--- src/rtl/pingpong_pkg.sv ---
// Shared constants, FSM encoding and length helper for the ping-pong address generator.
// Optional tick generator is enabled with PINGPONG_TICK_GEN_EN.
package pingpong_pkg;

    localparam int LEN_W_DEF = 11;
    localparam int DIV_DEF   = 4;

    localparam logic [1:0] IDLE  = 2'd0;
    localparam logic [1:0] RUN   = 2'd1;
    localparam logic [1:0] DRAIN = 2'd2;

    // A zero-length frame would never swap, so it is treated as one sample.
    function automatic logic [31:0] clamp_len(input logic [31:0] v);
        return (v == 32'd0) ? 32'd1 : v;
    endfunction

endpackage

--- src/rtl/pingpong_tick_div.sv ---
// Divide-by-DIV sample tick and clk_c square wave, held at zero while disabled.
// Instantiated only when PINGPONG_TICK_GEN_EN is defined.
module pingpong_tick_div #(
    parameter int DIV = 4
) (
    input  logic clk,
    input  logic rst_n,
    input  logic en,
    output logic tick,
    output logic clk_c
);

    localparam int CW = (DIV > 2) ? $clog2(DIV) : 1;

    logic [CW-1:0] cnt;

    assign tick = en && (cnt == CW'(DIV - 1));

    always_ff @(posedge clk or negedge rst_n) begin
        if (!rst_n) begin
            cnt   <= '0;
            clk_c <= 1'b0;
        end else if (!en) begin
            cnt   <= '0;
            clk_c <= 1'b0;
        end else if (tick) begin
            cnt   <= '0;
            clk_c <= ~clk_c;
        end else begin
            cnt <= cnt + 1'b1;
        end
    end

endmodule

--- src/rtl/pingpong_addr_gen.sv ---
// Ping-pong address generator for the dual-bank ECG sample BRAM.
// Define PINGPONG_TICK_GEN_EN to replace wr_en with an internal divide-by-DIV tick.
module pingpong_addr_gen
    import pingpong_pkg::*;
#(
    parameter int LEN_W  = LEN_W_DEF,
    parameter int ADDR_W = LEN_W + 1,
    parameter int DIV    = DIV_DEF
) (
    input  logic              clk,
    input  logic              rst_n,
    input  logic              start,
    input  logic              stop,
    input  logic [LEN_W-1:0]  load,
    input  logic              wr_en,
    input  logic              rd_en,
    output logic [ADDR_W-1:0] addra,
    output logic [ADDR_W-1:0] addrb,
    output logic              switch,
    output logic              swap_pulse,
    output logic              rd_done,
    output logic              overrun,
    output logic              busy,
    output logic              clk_c
);

    if (ADDR_W != LEN_W + 1) begin : g_bad_addr_w
        $error("ADDR_W must equal LEN_W+1");
    end
    if (DIV < 2) begin : g_bad_div
        $error("DIV must be at least 2");
    end

    logic [1:0]       state;
    logic [LEN_W-1:0] len;
    logic [LEN_W-1:0] len_prev;
    logic [LEN_W-1:0] wr_cnt;
    logic [LEN_W-1:0] rd_cnt;
    logic             bank;
    logic             we;
    logic             wr_ev;
    logic             swap;
    logic [LEN_W-1:0] load_c;

`ifdef PINGPONG_TICK_GEN_EN
    logic tick;
    logic unused_wr_en;

    assign unused_wr_en = wr_en;

    pingpong_tick_div #(.DIV(DIV)) u_tick_div (
        .clk   (clk),
        .rst_n (rst_n),
        .en    (busy),
        .tick  (tick),
        .clk_c (clk_c)
    );

    assign we = tick;
`else
    assign we    = wr_en;
    assign clk_c = 1'b0;
`endif

    assign busy   = (state != IDLE);
    assign wr_ev  = busy && we;
    assign swap   = wr_ev && (wr_cnt == len - 1'b1);
    assign load_c = LEN_W'(clamp_len(32'(load)));

    assign switch = bank;
    assign addra  = {bank, wr_cnt};
    assign addrb  = {~bank, rd_cnt};

    always_ff @(posedge clk or negedge rst_n) begin
        if (!rst_n) begin
            state      <= IDLE;
            len        <= '0;
            len_prev   <= '0;
            wr_cnt     <= '0;
            rd_cnt     <= '0;
            bank       <= 1'b0;
            swap_pulse <= 1'b0;
            rd_done    <= 1'b1;
            overrun    <= 1'b0;
        end else begin
            swap_pulse <= swap;
            if (state == IDLE && start) begin
                state   <= RUN;
                len     <= load_c;
                wr_cnt  <= '0;
                rd_cnt  <= '0;
                overrun <= 1'b0;
            end else if (swap) begin
                // The swap restarts both sides; a same-cycle rd_en is dropped.
                wr_cnt   <= '0;
                rd_cnt   <= '0;
                bank     <= ~bank;
                len_prev <= len;
                len      <= load_c;
                rd_done  <= 1'b0;
                overrun  <= overrun | ~rd_done;
                if (state == DRAIN || stop)
                    state <= IDLE;
            end else begin
                if (wr_ev)
                    wr_cnt <= wr_cnt + 1'b1;
                if (state == RUN && stop)
                    state <= DRAIN;
                if (rd_en && !rd_done) begin
                    if (rd_cnt == len_prev - 1'b1)
                        rd_done <= 1'b1;
                    else
                        rd_cnt <= rd_cnt + 1'b1;
                end
            end
        end
    end

endmodule
--- config.mk ---
export PLATFORM = sky130hd
export DESIGN_NAME = pingpong_addr_gen
export DESIGN_NICKNAME = d
export VERILOG_FILES = /design/src/rtl/pingpong_pkg.sv /design/src/rtl/pingpong_tick_div.sv /design/src/rtl/pingpong_addr_gen.sv
export SDC_FILE = /design/constraint.sdc
export NUM_CORES = 1
export LEC_CHECK = 0
export ABC_CLOCK_PERIOD_IN_PS = 5100
export CAP_MARGIN = 40
export CORE_MARGIN = 2
export CORE_UTILIZATION = 53
export DETAILED_ROUTE_END_ITERATION = 12
export DONT_BUFFER_PORTS = 1
export PLACE_DENSITY_LB_ADDON = 0.15
export RECOVER_POWER = 50
export REMOVE_ABC_BUFFERS = 1
export SYNTH_ARGS = -nofsm -noshare
export SYNTH_HDL_FRONTEND = slang
export SYNTH_HIERARCHICAL = 1
export SYNTH_SLANG_ARGS = --single-unit
--- constraint.sdc ---
create_clock -name clk -period 5.1 [get_ports clk]
set_input_delay 0.765 -clock clk [delete_from_list [all_inputs] [get_ports clk]]
set_output_delay 0.765 -clock clk [all_outputs]
set_load 0.02 [all_outputs]
## After elaboration in Yosys (flattened, before gate mapping)

Cells that the tools add are included.

- Add/subtract/negate cells: 4
- Equality and inequality tests: 6
- Mux-type cells: 19
- Bitwise gates (word level): 4
- Reductions and logical operators: 20

Operators with widths:

| cell | count |
|---|---|
| 2-to-1 mux 11 bit | 10 |
| adder 11 x 1 -> 11 bit, second input constant | 2 |
| == test 11 bit | 2 |
| subtractor 11 x 1 -> 11 bit, second input constant | 2 |
| logical NOT 11 bit | 1 |
| nonzero test 3 bit | 3 |
| 2-to-1 mux 2 bit | 4 |
| nonzero test 2 bit | 4 |
| AND reduction 2 bit | 3 |
| logical AND 1 bit | 5 |
| 2-to-1 mux 1 bit | 5 |
| inequality test 3 x 1 -> 1 bit, second input constant | 1 |
| inequality test 3 bit, second input constant | 1 |
| NOT 1 bit | 3 |
| AND reduction 3 bit | 1 |
| == test 2 x 1 -> 1 bit, second input constant | 1 |
| == test 2 bit, second input constant | 1 |
| logical NOT 2 bit | 1 |
| logical NOT 1 bit | 1 |
| logical OR 1 bit | 1 |
| bitwise OR 1 bit | 1 |

- Register bits: 50
- Input bits: 17
- Logic and storage cells: 62

## Logic depth before layout (Yosys ltp)

Gate-level depths: netlist of run 1.

- Word-level depth: 6
- Gate-level depth with buffers: 11
- Depth with buffers taken out: 9

## Least setup slack after synthesis of run 1

Ideal clock, no wire load.

- Kind: reg-to-reg
- Start: register len_prev[0]
- End: register rd_cnt[9]
- Setup time: 0.077 ns
- Arrival time: 2.412 ns
- Data required time: 5.023 ns
- Slack: 2.610 ns
- Stages on the path, launching flop included: 10
- Clock period less this slack: 2.490 ns
- Cells stage by stage: dfrtp_1 -> inv_1 -> ha_1 -> or4b_4 -> a31oi_1 -> a31oi_1 -> o221a_2 -> buf_6 -> or4_1 -> a21oi_1

- Cells in the longest elaborated chain, start to end: 4

Ends and longest elaborated chain:

| element | line | source |
|---|---|---|
| start: declaration | pingpong_addr_gen.sv:36 | `logic [LEN_W-1:0] len_prev;` |
| start signal: assignment | pingpong_addr_gen.sv:98 | `len_prev <= len;` |
| subtractor 11 x 1 -> 11 bit | pingpong_addr_gen.sv:110 | `if (rd_cnt == len_prev - 1'b1)` |
| == test 11 bit | pingpong_addr_gen.sv:110 |  |
| inequality test 3 bit (no source line) | -- |  |
| AND reduction 2 bit (no source line) | -- |  |
| end signal: assignment | pingpong_addr_gen.sv:113 | `rd_cnt <= rd_cnt + 1'b1;` |
| end: declaration | pingpong_addr_gen.sv:38 | `logic [LEN_W-1:0] rd_cnt;` |

Every way passes these cells.
A chain may end at the register's enable or synchronous reset.

## Final worst setup path of run 1

- Start: register len[0]
- End: register len[1]

- Cells in the longest elaborated chain, start to end: 4

Ends and longest elaborated chain:

| element | line | source |
|---|---|---|
| start: declaration | pingpong_addr_gen.sv:35 | `logic [LEN_W-1:0] len;` |
| start signal: assignment | pingpong_addr_gen.sv:89 | `len <= load_c;` |
| start signal: assignment | pingpong_addr_gen.sv:99 | `len <= load_c;` |
| subtractor 11 x 1 -> 11 bit | pingpong_addr_gen.sv:67 | `assign swap = wr_ev && (wr_cnt == len - 1'b1);` |
| == test 11 bit | pingpong_addr_gen.sv:67 |  |
| logical AND 1 bit | pingpong_addr_gen.sv:67 |  |
| nonzero test 2 bit (no source line) | -- |  |

Every way passes these cells.

==> summary.md, run 1 <==
| Metric | Value |
|---|---|
| Crit-path max FO | 16 |
| Final Max Tran Viols | 0 |
| DR vias | 2484 |
| Status | completed |
| Placed insts | 406 |
| CTS tree | yes |
| Req. time, crit path | 5.33 ns |
| Die H | 80.5 um |
| Largest net degree at the start of global routing | 51 |
| Initial DRT Pass Iterations | 4 |
| Sequential share of the synthesized area | around 40% |
| Maximum clock path buffer count | 2 |
| Clk_skew | 0.0103 ns |
| Hold Fails Final Rpt | 0 |
| Htree depth | 2 |
| Post-layout util | 57.3% |
| Fill count | 514 |
| Buffers on Ports | 0 |
| Root Buffer | clkbuf_8 |
| Critical Path End Type | register |
| Synth Register Bits | 50 |
| Fmax | around 340 MHz |
| Sequential cell area | 0.00125 mm^2 |
| Post-CTS Resized | 0 |
| Multi-input logic area | 0.00169 mm^2 |
| Initial antenna violation count | 0 |
| Hold Path Class | in2async |
| Final TNS setup | 0 ns |
| Final ANT Viol Nets | 0 |
| Core Area | 0.00557 mm^2 |
| Fraction of registers with async set/reset | 100% |
| Clock-pin transition on the worst setup and hold timing paths | 0.10 ns |
| Yosys cell types | 65 |
| Family with the most delay on the worst path | compound AO/OA/AOI/OAI gates |
| Non-filler instance count after layout | 414 |
| Largest stage delay on the critical path | 0.49 ns |
| Die Area | 0.00649 mm^2 |
| Slew @ Worst Pin | 0.733 ns |
| Synth Flop Type | dfrtp_1 |
| Setup CP Type | reg2reg |
| Global-route wire length before repair | 11.9 mm |
| DRC violations left | 0 |
| I/O Pins | 47 |
| Final #Nets | 362 |
| Commonest non-fill, non-tap cell in the layout | nand2_1 |
| Layout cells sized above 1 | 8.48% |
| Post-synth EDFFs | 0 |
| Clock Sinks | 50 |
| Final setup vio count | 0 |
| Slowest cell on the critical path | a2111oi_2 |
| Hold_buf cts | 0 |
| Post-Syn Area | 0.00311 mm^2 |
| Vias in the first global route | 2477 |
| Synthesis-to-layout area growth | 2.86% |
| Data arrival, critical path | about 3.2 ns |
| Syn Inst Count | 352 |
| Lkg Pwr | around 1.4 nW |
| DR vias/cell | 6.00 |
| N_diodes | 0 |
| Die width | about 81 um |
| MaxCap Viol Count | 0 |
| DRT iter0 DRCs | 133 |
| Average size of a mapped cell | between 8 and 9 um^2 |
| RSZ-0062 raised after global routing | no |
| Placed Area | ~0.003 mm^2 |
| Startpoint Class | register |
| Overflow after GRT | 0 |
| DR WL/cell | between 15 and 20 um |
| Post-CTS setup repair buffer count | 0 |
| Min Clock Period, post-route | roughly 2.9 ns |
| Clk_lat worst skew | approximately 0.31 ns |
| GR Util All Layers | a little under a quarter |
| Hpwl dp | 4.87 mm |
| Pwr Density | between 500 and 600 mW/mm^2 |
| Initial Utilization | 55.7% |
| Num CTS Buffers | 5 |
| Design area | 0.00319 mm^2 |
| VDD IR max | 0.258 mV |
| Slew HR | 51.0% |
| Synth warn | 6 |
| Final GP Congestion | 0.814 |
| Final hold slack | 0.141 ns |
| Fin crit share | 57.7% |
| Most frequent cells in the layout | nand2_1 (79), dfrtp_1 (49), nor2_1 (23), xor2_1 (18) |
| Rows | 27 |
| Crit path cell chain | inv_1 -> ha_1 -> or4b_1 -> o22ai_1 -> nand4_1 -> a2111oi_2 -> a21o_1 -> buf_8 -> nand2_1 -> o21ai_0 |
| Critical path buffer and inverter count | 2 |
| Routed WL | 6.81 mm |
-- area by class of cell --
type	instances	share of cell area, %
Sequential cell	50	39.2
Inverter	9	1.06
Tap cell	72	2.82
Clock buffer	6	2.27
Clock inverter	2	1.18
Timing Repair Buffer	1	0.470
Multi-Input combinational cell	274	53.0
-- path summary, 6_finish.rpt --
kind / startpoint / end / slack, ns / cells after the start
worst max-delay path: len[0]$_DFFE_PN0N_ / len[1]$_DFFE_PN0N_ / 2.16 / 10
worst min-delay path: rst_n / state[0]$_DFFE_PN0P_ / 0.14 / 0
worst max register to register: len[0]$_DFFE_PN0N_ / len[1]$_DFFE_PN0N_ / 2.16 / 10
worst min register to register: len_prev[10]$_DFFE_PN0P_ / len_prev[10]$_DFFE_PN0P_ / 0.52 / 2
max in group asynchronous: rst_n / rd_done$_DFFE_PN1P_ / 4.78 / 0
min in group clk: len_prev[10]$_DFFE_PN0P_ / len_prev[10]$_DFFE_PN0P_ / 0.52 / 2
-- per-stage QoR --
step	power, mW	worst slack, ns
2_1_floorplan	1.21	2.44
3_3_place_gp	1.34	2.01
3_5_place_dp	1.36	2.17
4_1_cts	1.64	2.15
5_1_grt	1.77	1.83
6_report	1.63	2.16
-- logic make-up after synthesis --
group                      synth area share (%)
adders and majority gates                  1.61
xor gates and xnor gates                   9.51
AOI/OAI and AO/OA                          14.0
DFF                                        40.3
buffers and inverters                      5.16
and+or+nand+nor                            28.3
muxes                                      1.01
other                                     0.121
-- synth_stat cells (all sizes together), types with 6 or more instances --
cell	number	area, um^2
or4	7	56.3
nor3	8	40.0
inv	9	33.8
buf	15	111
o21ai	17	85.1
a21oi	15	82.6
xor2	18	158
nor2	24	92.6
dfrtp	49	1230
nand3	6	30.0
and3	6	37.5
nand2	80	303
o31ai	6	45.0
xnor2	13	114
-- power by group --
group | internal [mW] | switching (mW) | total, mW
clock network | 0.147 | 0.135 | 0.282
logic | 0.273 | 0.287 | 0.560
registers | 0.512 | 0.275 | 0.787
total | 0.931 | 0.697 | 1.63
-- layer usage --
metal	vias up	routed length [um]	share of wire [%]	track usage, %
met5	-	0	0	0
met4	0	130	1.9	9.83
met3	17	301	4.4	5.96
met2	56	3340	49	39.6
met1	1192	3040	45	29.4
li1	1219	-	-	-
-- registers in the layout, indices dropped and copies added (netlist names) --
| name | cells |
|---|---|
| swap_pulse | 1 |
| rd_cnt | 11 |
| overrun | 1 |
| wr_cnt | 11 |
| len | 11 |
| state | 2 |
| rd_done | 1 |
| len_prev | 11 |
| switch | 1 |
Power figures use the tool's default switching activity.
==> inputs of run 2 (changes only) <==
Settings changed: ABC_CLOCK_PERIOD_IN_PS 5100 to 2700.
Clock period 5.1 ns to 2.7 ns, I/O delays scaled along.
==> summary.md, run 2 (same netlist as run 1, synthesis figures left out) <==
| Metric | Value |
|---|---|
| Status | completed |
| Core Area | 0.00557 mm^2 |
| Metal-1 WL | 3.19 mm |
| Critical Path End Type | register |
| Largest stage delay on the critical path | about 0.52 ns |
| Slowest cell on the critical path | or4b_4 |
| Pwr Density | 936 mW/mm^2 |
| Fin crit share | between 90% and 100% |
| Gate power share | between 40% and 50% |
| Final Max Tran Viols | 0 |
| DRT iter0 DRCs | 116 |
| Vias in the first global route | between 2000 and 3000 |
| Num CTS Buffers | 5 |
| Final GP Congestion | 0.872 |
| Global-route wire length before repair | 11.9 mm |
| Min Clock Period, post-route | approximately 2.6 ns |
| Clock-pin transition on the worst setup and hold timing paths | 0.09 ns |
| Hold Fails Final Rpt | 0 |
| Min setup slack post-route | 0.145 ns |
| Worst r2r path cells | 8 |
| Buffers on Ports | 0 |
| Die H | 80.5 um |
| Clock Sinks | 50 |
| Largest net degree at the start of global routing | 51 |
| Net Sw Frac | 44.4% |
| Placed insts | around 420 |
| Fmax | 391 MHz |
| Slew HR | between 10% and 20% |
| Hold Path Class | in2reg |
| Final #Nets | 386 |
| Net switching power | ~1.5 mW |
| Reg power frac | between 40% and 50% |
| Routed WL | 7.47 mm |
| Layout cells sized above 1 | 16.7% |
| Met2 WL post-DR | 3.77 mm |
| N_diodes | 0 |
| Crit-path max FO | 6 |
| Initial Utilization | between 50% and 60% |
| Data arrival, critical path | 2.80 ns |
| Final ANT Viol Nets | 0 |
| Hpwl dp | ~5.0 mm |
| VDD IR max | 0.563 mV |
| MaxCap Viol Count | 0 |
| Most frequent CP cell | a31oi_4 |
| Non-filler instance count after layout | 438 |
| Met3 Routed Length | 343 um |
| Hold path depth | 2 |
| Startpoint Class | register |
| Critical path depth | 8 |
| Initial DRT Pass Iterations | 6 |
| Power share of the clock group | about an eighth |
| Initial antenna violation count | 0 |
| I/O Pins | 47 |
| Lkg Pwr | 1.54 nW |
| Rows | 27 |
| DR vias/cell | about 6.0 |
| Maximum clock path buffer count | 2 |
| Clk_lat worst skew | 0.31 ns |
| Slew @ Worst Pin | 1.24 ns |
| Setup CP Type | reg2reg |
| CTS tree | yes |
| Die width | 80.5 um |
| Most frequent cells in the layout | nand2_1 (78), dfrtp_1 (49), nor2_1 (22), xor2_1 (18), buf_4 (16) |
| Critical path buffer and inverter count | 1 |
| Placed Area | 0.00322 mm^2 |
| Synthesis-to-layout area growth | 13.0% |
| Final setup vio count | 0 |
| DRC violations left | 0 |
| P_int | 1.83 mW |
| Overflow after GRT | 0 |
| Htree depth | 2 |
| DR WL/cell | 17.1 um |
| DR vias | 2632 |
| Uppermost layer routed | met4 |
| Family with the most delay on the worst path | simple AND/OR/NAND/NOR gates |
| Commonest non-fill, non-tap cell in the layout | nand2_1 |
| GR Util All Layers | 23.5% |
| Clk_skew | roughly 0.0062 ns |
| Post-layout util | 62.9% |
| Die Area | about 0.0065 mm^2 |
| Req. time, crit path | 2.95 ns |
| Final hold slack | roughly 0.21 ns |
| Root Buffer | clkbuf_8 |
| Design area | 0.00351 mm^2 |
| Setup WS pre-CTS | -0.0432 ns |
| Crit path cell chain | inv_1 -> ha_4 -> or4b_4 -> a31oi_4 -> a31oi_4 -> o221a_4 -> or4_1 -> a21oi_2 |
## run 2: power groups by stage
stage / registers (mW) / logic [mW] / clock network [mW]
4_1_cts: 1.40 / 1.29 / 0.439
5_1_grt: 1.46 / 1.60 / 0.479
6_report: 1.41 / 1.44 / 0.438
2_1_floorplan: 1.38 / 0.907 / 0
3_5_place_dp: 1.41 / 1.25 / 0
3_3_place_gp: 1.40 / 1.22 / 0
## run 2: through the flow
stage | setup TNS (ns) | total power [mW]
after detailed placement | -0.132 | 2.65
after floorplan | 0 | 2.28
after global placement | 0 | 2.63
after global routing | -0.0213 | 3.54
after CTS | 0 | 3.12
final | 0 | 3.28
## run 2: final timing paths
path | from | endpoint | slack [ns]
min | load[2] | len[2]$_DFFE_PN0N_ | 0.21
min in group asynchronous | rst_n | len_prev[3]$_DFFE_PN0P_ | 0.95
max | len_prev[1]$_DFFE_PN0P_ | rd_cnt[7]$_DFFE_PN0P_ | 0.14
max reg2reg | len_prev[1]$_DFFE_PN0P_ | rd_cnt[7]$_DFFE_PN0P_ | 0.14
min reg2reg | len_prev[10]$_DFFE_PN0P_ | len_prev[10]$_DFFE_PN0P_ | 0.53
max in group asynchronous | rst_n | rd_cnt[2]$_DFFE_PN0P_ | 0.99
## run 2: final cells by class
cell class / instances / area (um^2)
Clock buffer: 8 / 80.1
Timing Repair Buffer: 23 / 210
Tap cell: 72 / 90.1
Sequential cell: 50 / 1250
Multi-Input combinational cell: 276 / 1840
Inverter: 9 / 33.8
Fill cell: 479 / 2070
## run 2: per-layer routing
layer	vias to the layer above	track usage (%)
met1	1274	28.0
li1	1275	-
met2	66	40.3
met3	17	6.07
met4	0	9.66
met5	-	0
## run 2: timing repair
| item | in CTS | in global routing |
|---|---|---|
| hold endpoints to repair | 50 | 0 |
| hold buffers | 2 | 0 |
| pin swaps | 0 | 7 |
| gates cloned | 0 | 3 |
| gates resized for setup | 2 | 23 |
| setup endpoints to repair | 4 | 43 |
| setup buffers | 0 | 2 |
